`src/rtl/misr_sig_ctrl.sv`:
```
// misr_sig_ctrl: bank of NCH multiple-input signature registers with a
// length-counted run controller. Each channel compacts one WIDTH-bit response
// word per accepted cycle. After the programmed number of words the bank
// stops, holds its signatures and reports a per-channel golden match.
module misr_sig_ctrl #(
    parameter int               WIDTH = 32,
    parameter int               NCH   = 2,
    parameter logic [WIDTH-1:0] POLY  = WIDTH'(32'h0001_0811),
    parameter int               CNT_W = 16
) (
    input  logic                   CK,
    input  logic                   RESET,
    input  logic                   start,
    input  logic [CNT_W-1:0]       len,
    input  logic [WIDTH-1:0]       seed,
    input  logic                   data_valid,
    input  logic [NCH*WIDTH-1:0]   data_in,
    input  logic [NCH*WIDTH-1:0]   golden,
    output logic                   busy,
    output logic                   done,
    output logic [NCH*WIDTH-1:0]   sig_out,
    output logic [NCH-1:0]         match,
    output logic                   pass
);

    typedef enum logic [1:0] {
        ST_IDLE = 2'd0,
        ST_RUN  = 2'd1,
        ST_DONE = 2'd2
    } state_t;

    state_t             state;
    logic [CNT_W-1:0]   cnt;
    logic [CNT_W-1:0]   len_reg;
    logic [CNT_W-1:0]   cnt_inc;
    logic               last_word;
    logic [NCH*WIDTH-1:0] sig_next;

    // One MISR step: shift left, fold in data, and feed the MSB back into
    // bit 0 unconditionally and into every other bit selected by POLY.
    function automatic logic [WIDTH-1:0] misr_step(
        input logic [WIDTH-1:0] s,
        input logic [WIDTH-1:0] d
    );
        logic [WIDTH-1:0] n;
        logic             fb;
        fb   = s[WIDTH-1];
        n[0] = fb ^ d[0];
        for (int i = 1; i < WIDTH; i++) begin
            n[i] = s[i-1] ^ d[i] ^ (POLY[i] & fb);
        end
        return n;
    endfunction

    // Next signature of every channel, assuming the current word is accepted.
    always_comb begin
        sig_next = sig_out;
        for (int c = 0; c < NCH; c++) begin
            sig_next[c*WIDTH +: WIDTH] = misr_step(sig_out[c*WIDTH +: WIDTH],
                                                   data_in[c*WIDTH +: WIDTH]);
        end
    end

    // Counter lookahead; the run ends on the word that makes count reach len.
    always_comb begin
        cnt_inc   = cnt + CNT_W'(1);
        last_word = (cnt_inc == len_reg);
    end

    // Run controller: state, counter, length and signatures, with busy/done
    // registered alongside the state so they never glitch or overlap.
    always_ff @(posedge CK) begin
        if (!RESET) begin
            state   <= ST_IDLE;
            busy    <= 1'b0;
            done    <= 1'b0;
            cnt     <= '0;
            len_reg <= '0;
            sig_out <= '0;
        end else begin
            case (state)
                ST_IDLE, ST_DONE: begin
                    if (start) begin
                        sig_out <= {NCH{seed}};
                        cnt     <= '0;
                        len_reg <= len;
                        if (len == '0) begin
                            state <= ST_DONE;
                            busy  <= 1'b0;
                            done  <= 1'b1;
                        end else begin
                            state <= ST_RUN;
                            busy  <= 1'b1;
                            done  <= 1'b0;
                        end
                    end
                end
                ST_RUN: begin
                    if (data_valid) begin
                        sig_out <= sig_next;
                        cnt     <= cnt_inc;
                        if (last_word) begin
                            state <= ST_DONE;
                            busy  <= 1'b0;
                            done  <= 1'b1;
                        end
                    end
                end
                default: begin
                    state <= ST_IDLE;
                    busy  <= 1'b0;
                    done  <= 1'b0;
                end
            endcase
        end
    end

    // Golden comparison, only meaningful once the run has finished.
    always_comb begin
        match = '0;
        for (int c = 0; c < NCH; c++) begin
            match[c] = done & (sig_out[c*WIDTH +: WIDTH] == golden[c*WIDTH +: WIDTH]);
        end
        pass = done & (&match);
    end

endmodule

```
`config.mk`:
```
export PLATFORM = sky130hd
export DESIGN_NAME = misr_sig_ctrl
export DESIGN_NICKNAME = d
export VERILOG_FILES = /design/src/rtl/misr_sig_ctrl.sv
export SDC_FILE = /design/constraint.sdc
export NUM_CORES = 1
export LEC_CHECK = 0
export CAP_MARGIN = 20
export CORE_ASPECT_RATIO = 0.75
export CORE_MARGIN = 5
export CORE_UTILIZATION = 44
export CTS_BUF_LIST = sky130_fd_sc_hd__clkbuf_16
export DETAILED_ROUTE_END_ITERATION = 6
export PLACE_DENSITY = 0.81
export SYNTH_ARGS = -nofsm -noshare
export SYNTH_HDL_FRONTEND = slang
export SYNTH_SLANG_ARGS = --single-unit
```
`constraint.sdc`:
```
create_clock -name CK -period 2.8 [get_ports CK]
set_input_delay 0.56 -clock CK [delete_from_list [all_inputs] [get_ports CK]]
set_output_delay 0.56 -clock CK [all_outputs]
set_load 0.005 [all_outputs]
```
# After elaboration in Yosys (flattened, before gate mapping)
# Cells that the tools add are included.
classes:
  n_bitwise: 73
  addsub: 1
  n_mux: 21
  n_eq_ne: 8
  reduce_logical: 8
ops:
  columns: ["op", "count"]
  rows:
  - ["64-bit two-way mux", 2]
  - ["64-bit one-hot mux with 2 select lines", 1]
  - ["1-bit bitwise XOR", 70]
  - ["32-bit equality test", 2]
  - ["16-bit two-way mux", 2]
  - ["16-bit one-hot mux with 2 select lines", 1]
  - ["16-bit by 1-bit adder with 16-bit output (second input constant)", 1]
  - ["16-bit equality test", 1]
  - ["16-bit zero test", 1]
  - ["1-bit two-way mux", 8]
  - ["2-bit two-way mux", 4]
  - ["2-bit != test (second input constant)", 3]
  - ["3-bit AND reduction", 2]
  - ["1-bit one-hot mux with 2 select lines", 2]
  - ["2-bit one-hot mux with 2 select lines", 1]
  - ["2-bit AND reduction", 2]
  - ["1-bit bitwise AND", 3]
  - ["2-bit by 1-bit equality test with 1-bit output (second input constant)", 1]
  - ["2-bit equality test (second input constant)", 1]
  - ["2-bit zero test", 1]
  - ["2-bit nonzero test", 1]
  - ["2-bit OR reduction", 1]
totals:
  inputBits: 180
  elab_cells: 117
  regBits: 100
  out_inout_bits: 69

# Depth between registers and ports, before layout
# Gate-level depths: netlist (run 1).
depth:
  ltp_word: 5
  mapped_depth: 9
  mapped_depth_nobuf: 8

# Worst setup path after synthesis (run 1)
# No wires, ideal clock.
synth_timing:
  path_kind: "register -> register"
  from: "register cnt[0]"
  to: "register busy"
  setup_time_ns: 0.116
  t_required_ns: 2.684
  synth_period_minus_slack_ns: 2.222
  setup_slack_ns: 0.578
  t_arrival_ns: 2.105
  path_stages_with_launch: 8
  n_path_buf: 0
  cell_sequence: "dfxtp_1 > ha_1 > nand3_2 > xnor2_1 > or3b_1 > a221oi_2 > o2111ai_2 > a41o_1"
synth_via:
  elab_chain_len: 4
synth_lines:
  columns: ["element", "line", "source"]
  rows:
  - ["from (decl)", "33", "logic [CNT_W-1:0] cnt;"]
  - ["from (signal assigned)", "101", "cnt <= cnt_inc;"]
  - ["16-bit by 1-bit adder with 16-bit output", "66", "cnt_inc = cnt + CNT_W'(1);"]
  - ["16-bit equality test", "67", "last_word = (cnt_inc == len_reg);"]
  - ["2-bit != test (no source line)", null, null]
  - ["3-bit AND reduction (no source line)", null, null]
  - ["to (signal assigned)", "75", "busy <= 1'b0;"]
  - ["to (signal assigned)", "89", "busy <= 1'b0;"]
  - ["to (signal assigned)", "93", "busy <= 1'b1;"]
  - ["to (decl)", "19", "output logic busy,"]
# Every way passes these cells.
# A chain may end at the register's enable or synchronous reset.

# Final worst setup path (run 1)
layout_timing:
  from: "input golden[62]"
  to: "output pass"
layout_via:
  elab_chain_len: 4
layout_lines:
  columns: ["element", "line", "source"]
  rows:
  - ["from (decl)", "18", "input logic [NCH*WIDTH-1:0] golden,"]
  - ["32-bit equality test", "122", "match[c] = done & (sig_out[c*WIDTH +: WIDTH] == golden[c*WIDTH +: WIDTH]);"]
  - ["1-bit bitwise AND", "122", null]
  - ["2-bit AND reduction", "124", "pass = done & (&match);"]
  - ["1-bit bitwise AND", "124", null]
  - ["to (decl)", "23", "output logic pass"]
# Every way passes these cells.

==> results.yml, run 1 <==
outcome:
  status: "finished clean"
grt:
  antenna_found_initial: 1
  grt_max_degree: 88
  grt_overflow_total: 0
  grt_pass1_vias: 6393
  grt_pass1_wl_mm: 35.8
  grt_usage_pct: 27.4
cts:
  cts_buffers: 9
  cts_setup_buffers: 0
  clockRootBuffer: "clkbuf_16"
  cts_tree: "done"
  ctsLongestPathBuffers: 2
  numClockSinks: 99
  clkLatencyLatePin_ns: 0.34
  holdBufCountCts: 0
  h-tree-depth: 3
  path_clk_slew_ns: 0.06
floorplan:
  ios: 249
  start_util_pct: 44.9
  rows: 37
  die_area_um2: 16500
  die_y_um: 112
  die-width_um: 146
  core_um2: 13700
detailed_routing:
  final_antenna_net_count: 0
  detailedRoute.firstIterationViolations: 518
  vias_per_cell: 5.54
  drt_first_pass_iters: 6
  drc: 0
  routed_wl_mm: 23.6
  via_count: 6571
  wl_per_cell_um: 19.9
synthesis:
  yosys_warnings: 0
  ys_top_cells_by_count: "125 x xor2_1, 111 x nand2_1, 99 x dfxtp_1"
  async_reset_ff_share_pct: 0
  seq_area_frac_synth_pct: 32.2
  ys_ff_latch: 99
  synth_edf_count: 0
  synth_top_cells_by_area: "dfxtp_1 32%, xor2_1 18%, a21oi_1 7.7%"
  yosysMostFrequentCell: "xor2_1"
  synth_fp_nets: 932
  yosysTopAreaCell: "dfxtp_1"
  synth_ff_type: "dfxtp_1"
  synthCells: 751
  synth_cell_type_count: 56
  syn_area_per_cell_um2: 8.19
  synth.cell_area_um2: 6150
  synth_top_area_share_pct: 32.2
min_path:
  hold_end: "len_reg[14]"
  min_from: "len_reg[14]"
  whs_path_depth: 2
  holdCritPathClass: "reg2reg"
finish:
  largest_reg_flops: 64
  area_growth_syn_to_layout_pct: 54.5
  nFillCells: 1097
  final_area_um2: 9500
  layout-drive-gt1-share_pct: 10.4
  fin_nets: 1186
  finalNonFillerCells: 1186
setup_path:
  crit_family: "simple AND/OR/NAND/NOR gates"
  cp_cell_sequence: "dlygate4sd2_1, xor2_2, nor4_2, nand4_1, nor4_1, buf_4, and2_4, buf_6"
  crit_type: "in2out"
  cp-start-kind: "input pin"
  end_kind: "primary output"
  critPathRequiredTime_ns: 2.24
  worstReg2RegEnd: "busy"
  slowest_stage: "nor4_1"
  reg2reg_slack_ns: 0.28
  max_stage_delay_ns: 0.33
  rr_worst_depth: 8
  regToRegStartpoint: "cnt[1]"
  crit_buf_inv: 3
  worstPathArrival_ns: 2.15
  crit_fanout: 2
sta:
  finalCriticalPeriod_ns: 2.71
  slew_violations: 0
  clock.fmax_mhz: 369
  final_hold_viol_count: 0
  setup_viol: 0
  fin_worst_skew_ns: 0.00851
  period_share_pct: 96.8
  whs_ns: 0.476
  tightest_slew_ns: 0.417
  setup-tns-final_ns: 0
  relSlewSlack_pct: 72.2
power_and_ir_drop:
  p_leak_nw: 3.97
  powerDensity_nw_per_um2: 498
  power.total_w: 0.00473
  max-vdd-ir-drop_mv: 0.316
flow_run:
  drv_cap: 0
place:
  place.gp.congestion: 0.979
  hpwl_mm: 18.2
  numPortBuffers: 248
  post_dp_cell_area_um2: 9030
  dpl.cell_count: 1170
[stage by stage]
stage               setup slack, ns  util [%]
floorplan                     0.578         -
global placement             -0.603      65.9
detailed placement           -0.593      65.9
CTS                        0.000544      68.5
global route               -0.00156      69.3
finish                       0.0901      69.3
[how the worst max path moves through the flow]
stage | start | end | cells after the start
global placement | golden[60] | pass | 8
CTS | golden[29] | match[0] | 7
finish | golden[62] | pass | 8
detailed placement | golden[60] | pass | 8
floorplan | cnt[0] | busy | 7
global route | sig_out[26] | pass | 7
[cell families (layout without fill, tap and decap cells)]
family / count (synthesis) / count (layout) / share of synthesized area, %
xor+xnor: 156 / 156 / 22.5
buf+inv: 57 / 316 / 4.54
mux: 1 / 1 / 0.163
flops: 99 / 99 / 32.2
other cells: 0 / 1 / 0
simple gates: 246 / 246 / 20.7
compound gates: 191 / 191 / 19.7
fa+ha+maj: 1 / 1 / 0.203
[report_power, final]
| part | leakage (nW) | internal (W) | switching [W] |
|---|---|---|---|
| registers | 0.813 | 0.00156 | 0.000198 |
| clock network | 0.152 | 0.000685 | 0.000555 |
| logic | 3.00 | 0.000912 | 0.000823 |
[cells in the final DEF (no fill, tap or decap), types with 5 or more instances in the layout]
| cell type | n |
|---|---|
| nor4_1 | 13 |
| clkbuf_16 | 9 |
| xnor2_1 | 30 |
| clkdlybuf4s50_1 | 205 |
| buf_12 | 5 |
| nor2_1 | 25 |
| and4_1 | 6 |
| nand3_1 | 10 |
| xor2_1 | 115 |
| dlygate4sd2_1 | 10 |
| dfxtp_1 | 98 |
| buf_4 | 44 |
| a21oi_1 | 94 |
| nor4_2 | 9 |
| xor2_2 | 10 |
| nand4_1 | 9 |
| o21ai_0 | 9 |
| o211ai_1 | 61 |
| a31oi_1 | 5 |
| dlymetal6s2s_1 | 25 |
| nand2_1 | 110 |
| a221oi_1 | 6 |
| nand2b_1 | 30 |
[layer usage]
metal / share of wire, % / track usage (%) / vias to the layer above
li1: - / - / 3141
met1: 43 / 37.0 / 3068
met2: 44 / 42.5 / 318
met3: 9.7 / 7.79 / 44
met4: 2.9 / 8.46 / 0
met5: 0 / 0 / -
[tightest hold or removal path, stage by stage (launching register included)]
cell	delay [ns]
dfxtp_1	0.32
nand2_1	0.05
a21oi_1	0.06
[cell type report]
class                           count  area (µm²)  area share (%)
Clock inverter                      7        61.3           0.646
Inverter                            3        11.3           0.119
Antenna cell                        1        2.50          0.0263
Tap cell                          175         219            2.31
Timing Repair Buffer              297        2950            31.0
Multi-Input combinational cell    595        4050            42.6
Sequential cell                    99        1980            20.9
Clock buffer                        9         225            2.37
[what timing repair did]
item | 4_1_cts | 5_1_grt
pin swaps | 20 | 13
gates resized for setup | 39 | 42
gates cloned | 0 | 0
setup endpoints to repair | 3 | 3
Note: power is estimated with default switching activity, not from simulation.
==> run 2, diff against run 1 <==
CORE_UTILIZATION = 60   (was 44)
DONT_BUFFER_PORTS = 1   (was unset)
PLACE_DENSITY = 0.76   (was 0.81)
==> run 2 against run 1 <==
Against the previous run:
- critical path depth decreased by 2
- sequential share of layout area increased by 9.4 points
- global-route usage increased by 5.4 points
- die area decreased by 25%
- sequential power increased by 3%
- final area decreased by 31%
- via count decreased by 14%
- first-iteration DRC count increased by 6.6%
- register-to-register slack about the same
- maximum frequency about the same
- non-clock buffer count decreased by 274
==> results.yml, run 2 (synthesis gave the netlist of run 1 again) <==
detailed_routing:
  wl_per_cell_um: 24.2
  final_antenna_net_count: 0
  detailedRoute.firstIterationViolations: 552
  vias_per_cell: 6.50
  via_count: 5665
  drt_first_pass_iters: 5
  routed_wl_mm: 21.1
  drc: 0
floorplan:
  ios: 249
  rows: 32
  die_area_um2: 12400
  die-width_um: 127
  core_um2: 10100
  die_y_um: 97.7
  start_util_pct: 60.7
finish:
  fin_nets: 912
  mostFrequentLayoutCell: "xor2_1"
  finalNonFillerCells: 872
  layout-drive-gt1-share_pct: 7.74
  largest_reg_flops: 64
  final_area_um2: 6560
  final_cell_mix: "125 x xor2_1, 110 x nand2_1, 96 x dfxtp_1"
  antennaDiodeCount: 0
  area_growth_syn_to_layout_pct: 6.74
sta:
  layout_setup_ws_ns: 0.0918
  setup_viol: 0
  finalCriticalPeriod_ns: 2.71
  relSlewSlack_pct: 54.3
  final_hold_viol_count: 0
  slew_violations: 0
  fin_worst_skew_ns: 0.00463
  tightest_slew_ns: 0.683
  period_share_pct: 96.7
  clock.fmax_mhz: 369
cts:
  numClockSinks: 99
  cts_buffers: 9
  clkLatencyLatePin_ns: 0.34
  h-tree-depth: 3
  ctsLongestPathBuffers: 2
  cts_tree: "done"
  clockRootBuffer: "clkbuf_16"
  holdBufCountCts: 0
  cts_setup_buffers: 0
  path_clk_slew_ns: 0.07
setup_path:
  cp-startpoint: "sig_out[39]"
  cp-start-kind: "flop"
  worstReg2RegEnd: "state[0]"
  reg2reg_slack_ns: 0.28
  regToRegStartpoint: "cnt[1]"
  crit_type: "reg2out"
  worstSetupEndpoint: "pass"
  rr_worst_depth: 8
  crit_fanout: 4
  end_kind: "primary output"
  worstPathArrival_ns: 2.15
  critPathRequiredTime_ns: 2.24
place:
  dpl.cell_count: 856
  post_dp_cell_area_um2: 6280
  place_ws_ns: 0.245
  numPortBuffers: 0
  hpwl_mm: 16.2
  place.gp.congestion: 1.03
grt:
  grt_usage_pct: 32.8
  antenna_found_initial: 0
  grt_overflow_total: 0
  grt_pass1_vias: 5486
  grt_pass1_wl_mm: 31.6
  grt_max_degree: 96
flow_run:
  drv_cap: 0
min_path:
  holdCritPathClass: "in2reg"
outcome:
  status: "finished clean"
power_and_ir_drop:
  powerDensity_nw_per_um2: 614
  p_leak_nw: 2.60
  max-vdd-ir-drop_mv: 0.454
run 2: changes by cell type in the layout (fill, tap and decap cells not counted), moves of 3 or more:
cell             change
buf_4               -24
clkdlybuf4s15_1      -4
clkdlybuf4s50_1    -205
clkinvlp_4           +3
dlygate4sd2_1       -10
dlymetal6s2s_1      -25
nor4_1               +6
nor4_2               -6
xor2_1              +10
xor2_2              -10
run 2: worst max-delay path: stages (launching register included):
cell and delay [ns]:
dfxtp_1 0.44, xor2_1 0.18, nor4_2 0.28, buf_4 0.14
nand4_1 0.14, nor4_2 0.37, and2_1 0.25
run 2: final cells by class:
class	count	area, µm²
fill	866	3570
sequential	99	1990
clock inverter	7	38.8
clock buffer	9	225
multi-input combinational	595	3920
inverter	3	11.3
tap	136	170
timing repair buffer	23	210
run 2: power breakdown:
part	internal (W)	switching (W)
clock network	0.000592	0.000549
registers	0.00156	0.000258
logic	0.000429	0.000641
run 2: repair_timing:
action	4_1_cts	5_1_grt
resized for setup	2	4
setup endpoints to repair	1	3
pin swaps	0	1
run 2: metal layers:
metal	GRT usage, %	up-vias	part of all wire (%)
met3	10.4	32	12
met5	0	-	0
met1	44.3	2692	41
li1	-	2584	-
met2	50.5	357	45
met4	8.90	0	2.3
run 2: worst min-delay path by stage:
stage	startpoint	to	slack, ns	cells after the start
3_5_place_dp	len_reg[14]	len_reg[14]	0.47	2
4_1_cts	RESET	done	0.33	1
5_1_grt	RESET	done	0.33	1
2_1_floorplan	len_reg[2]	len_reg[2]	0.44	2
3_3_place_gp	len_reg[2]	len_reg[2]	0.46	2
6_report	RESET	done	0.33	1
run 2: per-stage QoR:
stage	hold slack, ns	util [%]	TNS, ns	power [W]
global placement	0.459	62.0	0	0.00286
floorplan	0.437	-	0	0.00253
global route	0.332	64.8	-0.0375	0.00422
finish	0.333	64.8	0	0.00403
CTS	0.325	64.6	0	0.00402
detailed placement	0.466	62.0	0	0.00289
